--- src/rtl/alu_issue_pkg.sv ---
// Shared op codes, FSM state type and op classification helpers for the ALU issue stage.
package alu_issue_pkg;

    // Class field value that selects register-form operands
    localparam logic [2:0] REG_CLASS = 3'b010;

    // Supported ALU op codes
    localparam logic [4:0] OP_ADD  = 5'b00001;
    localparam logic [4:0] OP_SUB  = 5'b00010;
    localparam logic [4:0] OP_MULT = 5'b00011;
    localparam logic [4:0] OP_DIV  = 5'b00100;
    localparam logic [4:0] OP_REM  = 5'b00101;
    localparam logic [4:0] OP_AND  = 5'b00110;
    localparam logic [4:0] OP_NOT  = 5'b00111;
    localparam logic [4:0] OP_OR   = 5'b01000;
    localparam logic [4:0] OP_XOR  = 5'b01001;
    localparam logic [4:0] OP_SLL  = 5'b01010;
    localparam logic [4:0] OP_SRL  = 5'b01011;
    localparam logic [4:0] OP_SRA  = 5'b01100;
    localparam logic [4:0] OP_SLT  = 5'b01101;
    localparam logic [4:0] OP_SEQ  = 5'b10000;
    localparam logic [4:0] OP_SNE  = 5'b10001;
    localparam logic [4:0] OP_SGE  = 5'b10010;
    localparam logic [4:0] OP_SLE  = 5'b10011;
    localparam logic [4:0] OP_MIN  = 5'b10101;
    localparam logic [4:0] OP_MAX  = 5'b10110;

    typedef enum logic [1:0] {
        ST_IDLE  = 2'd0,
        ST_HOLD  = 2'd1,
        ST_STALL = 2'd2
    } state_t;

    function automatic logic is_legal_op(input logic [4:0] op);
        case (op)
            OP_ADD, OP_SUB, OP_MULT, OP_DIV, OP_REM, OP_AND, OP_NOT,
            OP_OR, OP_XOR, OP_SLL, OP_SRL, OP_SRA, OP_SLT,
            OP_SEQ, OP_SNE, OP_SGE, OP_SLE, OP_MIN, OP_MAX: return 1'b1;
            default:                                        return 1'b0;
        endcase
    endfunction

    // Ops that keep the ALU occupied for several cycles after issue
    function automatic logic is_muldiv(input logic [4:0] op);
        return (op == OP_MULT) || (op == OP_DIV) || (op == OP_REM);
    endfunction

endpackage

--- src/rtl/alu_issue_if.sv ---
// Issue-side and ALU-side handshake bundle. master drives instructions and
// consumes decoded ops; slave is the issue stage itself.
interface alu_issue_if #(
    parameter int DATA_W = 32,
    parameter int IMM_W  = 16,
    parameter int WB_W   = 8
);
    logic                      in_valid;
    logic                      in_ready;
    logic [31:0]               instr;
    logic [DATA_W-1:0]         f_val;
    logic [DATA_W-1:0]         s_val;
    logic [DATA_W-1:0]         t_val;
    logic [WB_W+IMM_W-1:0]     imm;

    logic                      out_valid;
    logic                      out_ready;
    logic [4:0]                alu_op;
    logic signed [DATA_W-1:0]  alu_v1;
    logic signed [DATA_W-1:0]  alu_v2;
    logic                      wb_flag;
    logic [WB_W-1:0]           wb_code;
    logic                      illegal_op;
    logic                      busy;

    modport master (
        output in_valid, instr, f_val, s_val, t_val, imm, out_ready,
        input  in_ready, out_valid, alu_op, alu_v1, alu_v2, wb_flag, wb_code,
               illegal_op, busy
    );

    modport slave (
        input  in_valid, instr, f_val, s_val, t_val, imm, out_ready,
        output in_ready, out_valid, alu_op, alu_v1, alu_v2, wb_flag, wb_code,
               illegal_op, busy
    );
endinterface

--- src/rtl/alu_operand_mux.sv ---
// Combinational decode of one instruction into op code, operands and
// write-back target, plus legality / multi-cycle classification.
module alu_operand_mux
    import alu_issue_pkg::*;
#(
    parameter int DATA_W       = 32,
    parameter int IMM_W        = 16,
    parameter int WB_W         = 8,
    parameter int SIGN_EXT_IMM = 0
) (
    input  logic [2:0]               cls,
    input  logic [4:0]               op,
    input  logic [DATA_W-1:0]        f_val,
    input  logic [DATA_W-1:0]        s_val,
    input  logic [DATA_W-1:0]        t_val,
    input  logic [WB_W+IMM_W-1:0]    imm,
    output logic [4:0]               alu_op,
    output logic signed [DATA_W-1:0] v1,
    output logic signed [DATA_W-1:0] v2,
    output logic [WB_W-1:0]          wb_code,
    output logic                     legal,
    output logic                     muldiv
);

    logic [DATA_W-1:0] imm_ext;
    logic              is_reg;

    assign is_reg  = (cls == REG_CLASS);
    assign alu_op  = op;
    assign wb_code = imm[WB_W+IMM_W-1:IMM_W];
    assign legal   = is_legal_op(op);
    assign muldiv  = is_muldiv(op);

    // Widen the immediate value to operand width
    always_comb begin
        if (SIGN_EXT_IMM != 0)
            imm_ext = {{(DATA_W-IMM_W){imm[IMM_W-1]}}, imm[IMM_W-1:0]};
        else
            imm_ext = {{(DATA_W-IMM_W){1'b0}}, imm[IMM_W-1:0]};
    end

    // Operand selection; NOT is unary so its second operand is forced to zero
    always_comb begin
        if (is_reg) begin
            v1 = f_val;
            v2 = (op == OP_NOT) ? '0 : s_val;
        end else if (op == OP_NOT) begin
            v1 = imm_ext;
            v2 = '0;
        end else begin
            v1 = t_val;
            v2 = imm_ext;
        end
    end

endmodule

--- src/rtl/alu_issue_stage.sv ---
// Registered issue stage between register read and the ALU: decodes one op
// per cycle into a held output register, stalls issue during multi-cycle
// MULT/DIV/REM, and pulses illegal_op for unsupported op codes.
module alu_issue_stage
    import alu_issue_pkg::*;
#(
    parameter int DATA_W       = 32,
    parameter int IMM_W        = 16,
    parameter int WB_W         = 8,
    parameter int SIGN_EXT_IMM = 0,
    parameter int MULDIV_LAT   = 4
) (
    input  logic      clk,
    input  logic      reset,
    alu_issue_if.slave bus
);

    localparam int CNT_W = $clog2(MULDIV_LAT + 1);

    if (IMM_W >= DATA_W) begin : g_bad_imm_w
        $error("alu_issue_stage: IMM_W must be smaller than DATA_W");
    end
    if (MULDIV_LAT < 1) begin : g_bad_lat
        $error("alu_issue_stage: MULDIV_LAT must be at least 1");
    end

    state_t                   state, state_nxt;
    logic [CNT_W-1:0]         cnt;

    logic [4:0]               dec_op;
    logic signed [DATA_W-1:0] dec_v1, dec_v2;
    logic [WB_W-1:0]          dec_wb;
    logic                     dec_legal, dec_muldiv;

    logic [4:0]               op_q;
    logic signed [DATA_W-1:0] v1_q, v2_q;
    logic [WB_W-1:0]          wb_code_q;
    logic                     wb_flag_q, illegal_q, muldiv_q;

    logic                     in_ready, out_valid, busy;
    logic                     accept, legal_acc, fire, enter_stall;
    logic                     unused_instr;

    assign unused_instr = ^bus.instr[23:0];

    alu_operand_mux #(
        .DATA_W       (DATA_W),
        .IMM_W        (IMM_W),
        .WB_W         (WB_W),
        .SIGN_EXT_IMM (SIGN_EXT_IMM)
    ) u_mux (
        .cls     (bus.instr[31:29]),
        .op      (bus.instr[28:24]),
        .f_val   (bus.f_val),
        .s_val   (bus.s_val),
        .t_val   (bus.t_val),
        .imm     (bus.imm),
        .alu_op  (dec_op),
        .v1      (dec_v1),
        .v2      (dec_v2),
        .wb_code (dec_wb),
        .legal   (dec_legal),
        .muldiv  (dec_muldiv)
    );

    assign accept      = bus.in_valid & in_ready;
    assign legal_acc   = accept & dec_legal;
    assign fire        = out_valid & bus.out_ready;
    assign enter_stall = (state == ST_HOLD) & fire & muldiv_q & (MULDIV_LAT > 1);

    // State register
    always_ff @(posedge clk) begin
        if (reset) state <= ST_IDLE;
        else       state <= state_nxt;
    end

    // Next-state logic
    always_comb begin
        state_nxt = state;
        case (state)
            ST_IDLE:  if (legal_acc) state_nxt = ST_HOLD;
            ST_HOLD: begin
                if (fire) begin
                    if (enter_stall)    state_nxt = ST_STALL;
                    else if (legal_acc) state_nxt = ST_HOLD;
                    else                state_nxt = ST_IDLE;
                end
            end
            ST_STALL: if (cnt <= CNT_W'(1)) state_nxt = ST_IDLE;
            default:  state_nxt = ST_IDLE;
        endcase
    end

    // Handshake and status outputs; a held muldiv cannot be followed by a new
    // accept because the ALU will be occupied once it fires
    always_comb begin
        in_ready  = 1'b0;
        out_valid = 1'b0;
        busy      = 1'b0;
        case (state)
            ST_IDLE:  in_ready = ~reset;
            ST_HOLD: begin
                out_valid = 1'b1;
                in_ready  = ~reset & bus.out_ready & ~muldiv_q;
            end
            ST_STALL: busy = 1'b1;
            default:  ;
        endcase
    end

    // Occupancy counter for multi-cycle ops
    always_ff @(posedge clk) begin
        if (reset)
            cnt <= '0;
        else if (enter_stall)
            cnt <= CNT_W'(MULDIV_LAT - 1);
        else if ((state == ST_STALL) && (cnt != '0))
            cnt <= cnt - CNT_W'(1);
    end

    // Output register: loads only on a legal accept, otherwise holds
    always_ff @(posedge clk) begin
        if (reset) begin
            op_q      <= '0;
            v1_q      <= '0;
            v2_q      <= '0;
            wb_code_q <= '0;
            wb_flag_q <= 1'b0;
            muldiv_q  <= 1'b0;
            illegal_q <= 1'b0;
        end else begin
            illegal_q <= accept & ~dec_legal;
            if (legal_acc) begin
                op_q      <= dec_op;
                v1_q      <= dec_v1;
                v2_q      <= dec_v2;
                wb_code_q <= dec_wb;
                wb_flag_q <= 1'b1;
                muldiv_q  <= dec_muldiv;
            end
        end
    end

    assign bus.in_ready   = in_ready;
    assign bus.out_valid  = out_valid;
    assign bus.busy       = busy;
    assign bus.alu_op     = op_q;
    assign bus.alu_v1     = v1_q;
    assign bus.alu_v2     = v2_q;
    assign bus.wb_code    = wb_code_q;
    assign bus.wb_flag    = wb_flag_q;
    assign bus.illegal_op = illegal_q;

endmodule

--- src/flat_wrapper.sv ---
// flat-port wrapper written by rule: the top's interface ports become plain ports
module alu_issue_stage_flat import alu_issue_pkg::*;
#(
    parameter int DATA_W       = 32,
    parameter int IMM_W        = 16,
    parameter int WB_W         = 8,
    parameter int SIGN_EXT_IMM = 0,
    parameter int MULDIV_LAT   = 4
)
  (clk, reset, bus_in_valid, bus_instr, bus_f_val, bus_s_val, bus_t_val, bus_imm, bus_out_ready, bus_in_ready, bus_out_valid, bus_alu_op, bus_alu_v1, bus_alu_v2, bus_wb_flag, bus_wb_code, bus_illegal_op, bus_busy);
  alu_issue_if #(.DATA_W(DATA_W), .IMM_W(IMM_W), .WB_W(WB_W)) bus_i ();
  input  logic clk;
  input  logic reset;
  input wire logic [$bits(bus_i.in_valid)-1:0] bus_in_valid;
  input wire logic [$bits(bus_i.instr)-1:0] bus_instr;
  input wire logic [$bits(bus_i.f_val)-1:0] bus_f_val;
  input wire logic [$bits(bus_i.s_val)-1:0] bus_s_val;
  input wire logic [$bits(bus_i.t_val)-1:0] bus_t_val;
  input wire logic [$bits(bus_i.imm)-1:0] bus_imm;
  input wire logic [$bits(bus_i.out_ready)-1:0] bus_out_ready;
  output wire logic [$bits(bus_i.in_ready)-1:0] bus_in_ready;
  output wire logic [$bits(bus_i.out_valid)-1:0] bus_out_valid;
  output wire logic [$bits(bus_i.alu_op)-1:0] bus_alu_op;
  output wire logic [$bits(bus_i.alu_v1)-1:0] bus_alu_v1;
  output wire logic [$bits(bus_i.alu_v2)-1:0] bus_alu_v2;
  output wire logic [$bits(bus_i.wb_flag)-1:0] bus_wb_flag;
  output wire logic [$bits(bus_i.wb_code)-1:0] bus_wb_code;
  output wire logic [$bits(bus_i.illegal_op)-1:0] bus_illegal_op;
  output wire logic [$bits(bus_i.busy)-1:0] bus_busy;
  assign bus_i.in_valid = bus_in_valid;
  assign bus_i.instr = bus_instr;
  assign bus_i.f_val = bus_f_val;
  assign bus_i.s_val = bus_s_val;
  assign bus_i.t_val = bus_t_val;
  assign bus_i.imm = bus_imm;
  assign bus_i.out_ready = bus_out_ready;
  assign bus_in_ready = bus_i.in_ready;
  assign bus_out_valid = bus_i.out_valid;
  assign bus_alu_op = bus_i.alu_op;
  assign bus_alu_v1 = bus_i.alu_v1;
  assign bus_alu_v2 = bus_i.alu_v2;
  assign bus_wb_flag = bus_i.wb_flag;
  assign bus_wb_code = bus_i.wb_code;
  assign bus_illegal_op = bus_i.illegal_op;
  assign bus_busy = bus_i.busy;
  alu_issue_stage #(.DATA_W(DATA_W), .IMM_W(IMM_W), .WB_W(WB_W), .SIGN_EXT_IMM(SIGN_EXT_IMM), .MULDIV_LAT(MULDIV_LAT)) u_core (.clk(clk), .reset(reset), .bus(bus_i));
endmodule
--- config.mk ---
export PLATFORM = sky130hd
export DESIGN_NAME = alu_issue_stage_flat
export DESIGN_NICKNAME = d
export VERILOG_FILES = /design/src/rtl/alu_issue_pkg.sv /design/src/rtl/alu_issue_if.sv /design/src/rtl/alu_operand_mux.sv /design/src/rtl/alu_issue_stage.sv /design/src/flat_wrapper.sv
export SDC_FILE = /design/constraint.sdc
export NUM_CORES = 1
export LEC_CHECK = 0
export CAP_MARGIN = 10
export CORE_ASPECT_RATIO = 1.25
export CORE_MARGIN = 2
export CORE_UTILIZATION = 39
export DETAILED_ROUTE_END_ITERATION = 8
export PLACE_DENSITY = 0.85
export SETUP_SLACK_MARGIN = 0.1
export SLEW_MARGIN = 30
export SYNTH_ARGS = -nofsm -noshare
export SYNTH_HDL_FRONTEND = slang
export SYNTH_SLANG_ARGS = --single-unit
--- constraint.sdc ---
create_clock -name clk -period 2.9 [get_ports clk]
set_clock_uncertainty 0.05 [all_clocks]
set_input_delay 0.58 -clock clk [delete_from_list [all_inputs] [get_ports clk]]
set_output_delay 0.58 -clock clk [all_outputs]
set_load 0.01 [all_outputs]
==> key figures <==
Die
  – Initial Util: 0.399
  – Ports: 238
  – Core Box Area: 0.0105 mm2
  – DIE AREA: 0.0116 mm2
  – Die H: 120 um
  – Die Wd: 96.7 um
  – Cell Rows: 42

Setup path
  – Critical path class: input port to output port
  – Startpoint Class: input port
  – RR Startpoint: u_core.muldiv_q$_SDFFE_PP0P_
  – Max Fanout on Critical Path: 3
  – Crit path arrival time: 2130 ps
  – Reg2reg path depth: 5
  – R2R Path End: u_core.bus.alu_v1[28]$_SDFFE_PP0P_
  – Crit path required time: 2270 ps
  – Critical path endpoint category: output port
  – Worst R2R Setup Slack: 870 ps

STA
  – Setup ws final: 136 ps
  – Rel. slew slack: 0.564
  – Post-route setup TNS: 0 ps
  – Worst Max-Slew Pin Slew: 652 ps
  – Worst hold slack: 408 ps
  – Fmax achieved: 362 MHz
  – Max-slew violations: 0
  – RSZ-0062 raised after global routing: no
  – Final period utilization: 0.953
  – Fin. Hold Viols: 0
  – Tmin final: 2760 ps
  – Number of setup violations in the final report: 0

Hold path
  – Hold Path Class: flip-flop to flip-flop
  – Hold_sp: u_core.bus.alu_v2[17]$_SDFFE_PP0P_
  – Worst Hold Endpoint: u_core.bus.alu_v2[17]$_SDFFE_PP0P_
  – Worst hold stages: 2

Global routing
  – Met3 Track Usage GR: 0.0559
  – Largest net degree at the start of global routing: 55
  – First-pass GRT wire length: 21.9 mm
  – Initial antenna violation count: 0
  – M1 GR Usage: 0.244
  – Vias in the first global route: 4591
  – Top Usage Layer GRT: met2
  – GRT Resource Usage Total: 0.234
  – Total gr overflow: 0
  – M2 GR Usage: 0.441

Logic synthesis
  – Avg Cell Area, Syn: 8.70 um2
  – Post-synth EDFFs: 0
  – Area share of the largest cell type after synthesis: 0.406
  – Synth area leaders: dfxtp_1 41%, nand2_1 9.1%, mux2i_1 9.1%, o311ai_0 6.7%, mux2_2 4.3%
  – Async S/R FF share, synth: 0
  – Main synth FF type: dfxtp_1
  – Synth Instances: 482
  – Number of synthesized register bits: 85
  – Syn Nets: 644
  – Biggest area consumer among synthesized cells: dfxtp_1
  – Sequential share of the synthesized area: 0.406
  – Ys Warns: 0
  – Mapped Area: 0.00419 mm2
  – Synth unique cells: 36

Power
  – Sw power: 0.728 mW
  – Flop pwr share: 0.407
  – Clock share of power: 0.383
  – Combinational fraction of design power: 0.210
  – Peak supply drop: 0.299 mV
  – Total power: 3.13 mW
  – Int Pwr: 2.40 mW
  – Switching Share: 0.233
  – PwrDens: 459 mW/mm2
  – P_leak: 2.82 nW

Final layout
  – Finished Layout Cells: 813
  – Fillers: 879
  – Final Util: 0.648
  – Diode count: 0
  – Area grow syn2layout: 62.4%
  – Final Cell Area: 0.00681 mm2
  – Share of layout cells above drive strength 1: 0.115
  – Fin nets: 839

Placed design
  – Dpl hpwl: 10.4 mm
  – RePlAce Congestion: 0.896
  – Placed cells: 798
  – DP Area: 0.00649 mm2
  – Port-buffer cells: 213
  – DP Worst Slack: 19.4 ps

Clock network
  – Clock Latency Late Sink: 330 ps
  – Hold buffer count at cts: 0
  – # resized after CTS: 0
  – H-tree depth: 3
  – CTS tree: done
  – Clock buffer depth: 2
  – Post-CTS setup buffer count: 0
  – Clock root buffer master: clkbuf_16
  – Sink Count: 85
  – Worst-path clk slew: 60 ps
  – TritonCTS Buffers: 9

Detailed routing
  – First DRT Iteration DRCs: 134
  – Pre-antenna DRT Iters: 4
  – Routed len/inst: 17.2 um
  – Total vias in the final route: 4424
  – DR vias/cell: 5.44
  – Final ANT Viol Nets: 0
  – Post-Route WL: 13.9 mm
  – Post-route DRC: 0

Run
  – Max-Cap Viols: 0

Run status
  – Status: complete, no violations
worst max-delay path: stages:
cell and delay [ps]:
clkdlybuf4s50_1 540, nand2b_4 70, a211oi_1 310, clkdlybuf4s50_1 630
final cells by class:
cell class	count	area (um2)	share of cell area
Sequential cell	85	1700	0.250
Tap cell	132	165	0.0243
Timing Repair Buffer	227	2260	0.332
Multi-Input combinational cell	343	2320	0.341
Clock inverter	5	75.1	0.0110
Clock buffer	10	239	0.0351
Inverter	11	41.3	0.00606
Yosys cell counts (4+ instances only):
| cell type | count |
|---|---|
| mux2_2 | 16 |
| o21ai_0 | 27 |
| dfxtp_1 | 85 |
| mux2_4 | 8 |
| o21ai_1 | 8 |
| buf_2 | 7 |
| o311ai_0 | 32 |
| nand3_1 | 4 |
| inv_1 | 10 |
| and3_1 | 17 |
| nor2_1 | 16 |
| nand2_1 | 102 |
| a21oi_1 | 23 |
| nor2b_1 | 11 |
| a31o_2 | 16 |
| clkbuf_1 | 35 |
| ha_1 | 6 |
| mux2i_1 | 38 |
cells in the final DEF (no fill, tap or decap), types with 2 or more instances in the layout:
master           instances
inv_1                   10
a31o_2                  16
clkdlybuf4s50_1        213
a21oi_1                 23
nor2_1                  16
nand2_1                102
ha_1                     6
o21ai_1                  8
o21ai_0                 27
mux2_2                  16
and3_1                  17
xnor2_1                  2
dfxtp_1                 85
nand2b_1                 2
bufinv_16                2
o311ai_0                32
mux2_4                   8
clkinv_2                 3
buf_12                   2
nor2b_1                 11
clkbuf_16                9
mux2i_1                 38
buf_4                   12
nand3_1                  4
state kept, by name, summed over array words and instances, names as in the netlist, 2 cells and up:
register	flops
u_core.cnt	3
u_core.bus.alu_v2	32
u_core.bus.alu_op	5
u_core.bus.alu_v1	32
u_core.bus.wb_code	8
u_core.state	2
metal layers:
layer | vias up | part of all wire
met1 | 2097 | 0.39
met4 | 0 | 0.029
li1 | 2095 | -
met5 | - | 0
met2 | 200 | 0.52
met3 | 32 | 0.063
power groups by stage:
stage,clock network (mW),registers (mW),logic (mW)
6_report,1.20,1.27,0.656
5_1_grt,1.27,1.28,0.698
4_1_cts,1.22,1.27,0.658
3_5_place_dp,0,1.30,0.654
3_3_place_gp,0,1.29,0.639
2_1_floorplan,0,1.33,0.223
cell families after synthesis:
| group | Yosys count | synth area share |
|---|---|---|
| DFF | 85 | 0.406 |
| and+or+nand+nor | 161 | 0.173 |
| AOI/OAI and AO/OA | 112 | 0.184 |
| adders and majority gates | 6 | 0.0179 |
| xor gates and xnor gates | 2 | 0.00418 |
| muxes | 62 | 0.162 |
| buffers and inverters | 54 | 0.0522 |
worst max-delay path by stage:
stage | start | endpoint | cells after the start
after global placement | bus_instr[25] | u_core.bus.alu_op[1]$_SDFFE_PP0P_ | 8
after CTS | bus_out_ready | bus_in_ready | 4
after global routing | bus_out_ready | bus_in_ready | 4
after detailed placement | bus_instr[30] | u_core.bus.alu_v2[27]$_SDFFE_PP0P_ | 5
final | bus_out_ready | bus_in_ready | 4
after floorplan | reset | u_core.bus.wb_code[0]$_SDFFE_PP0P_ | 6
Note: power is estimated with default switching activity, not from simulation.
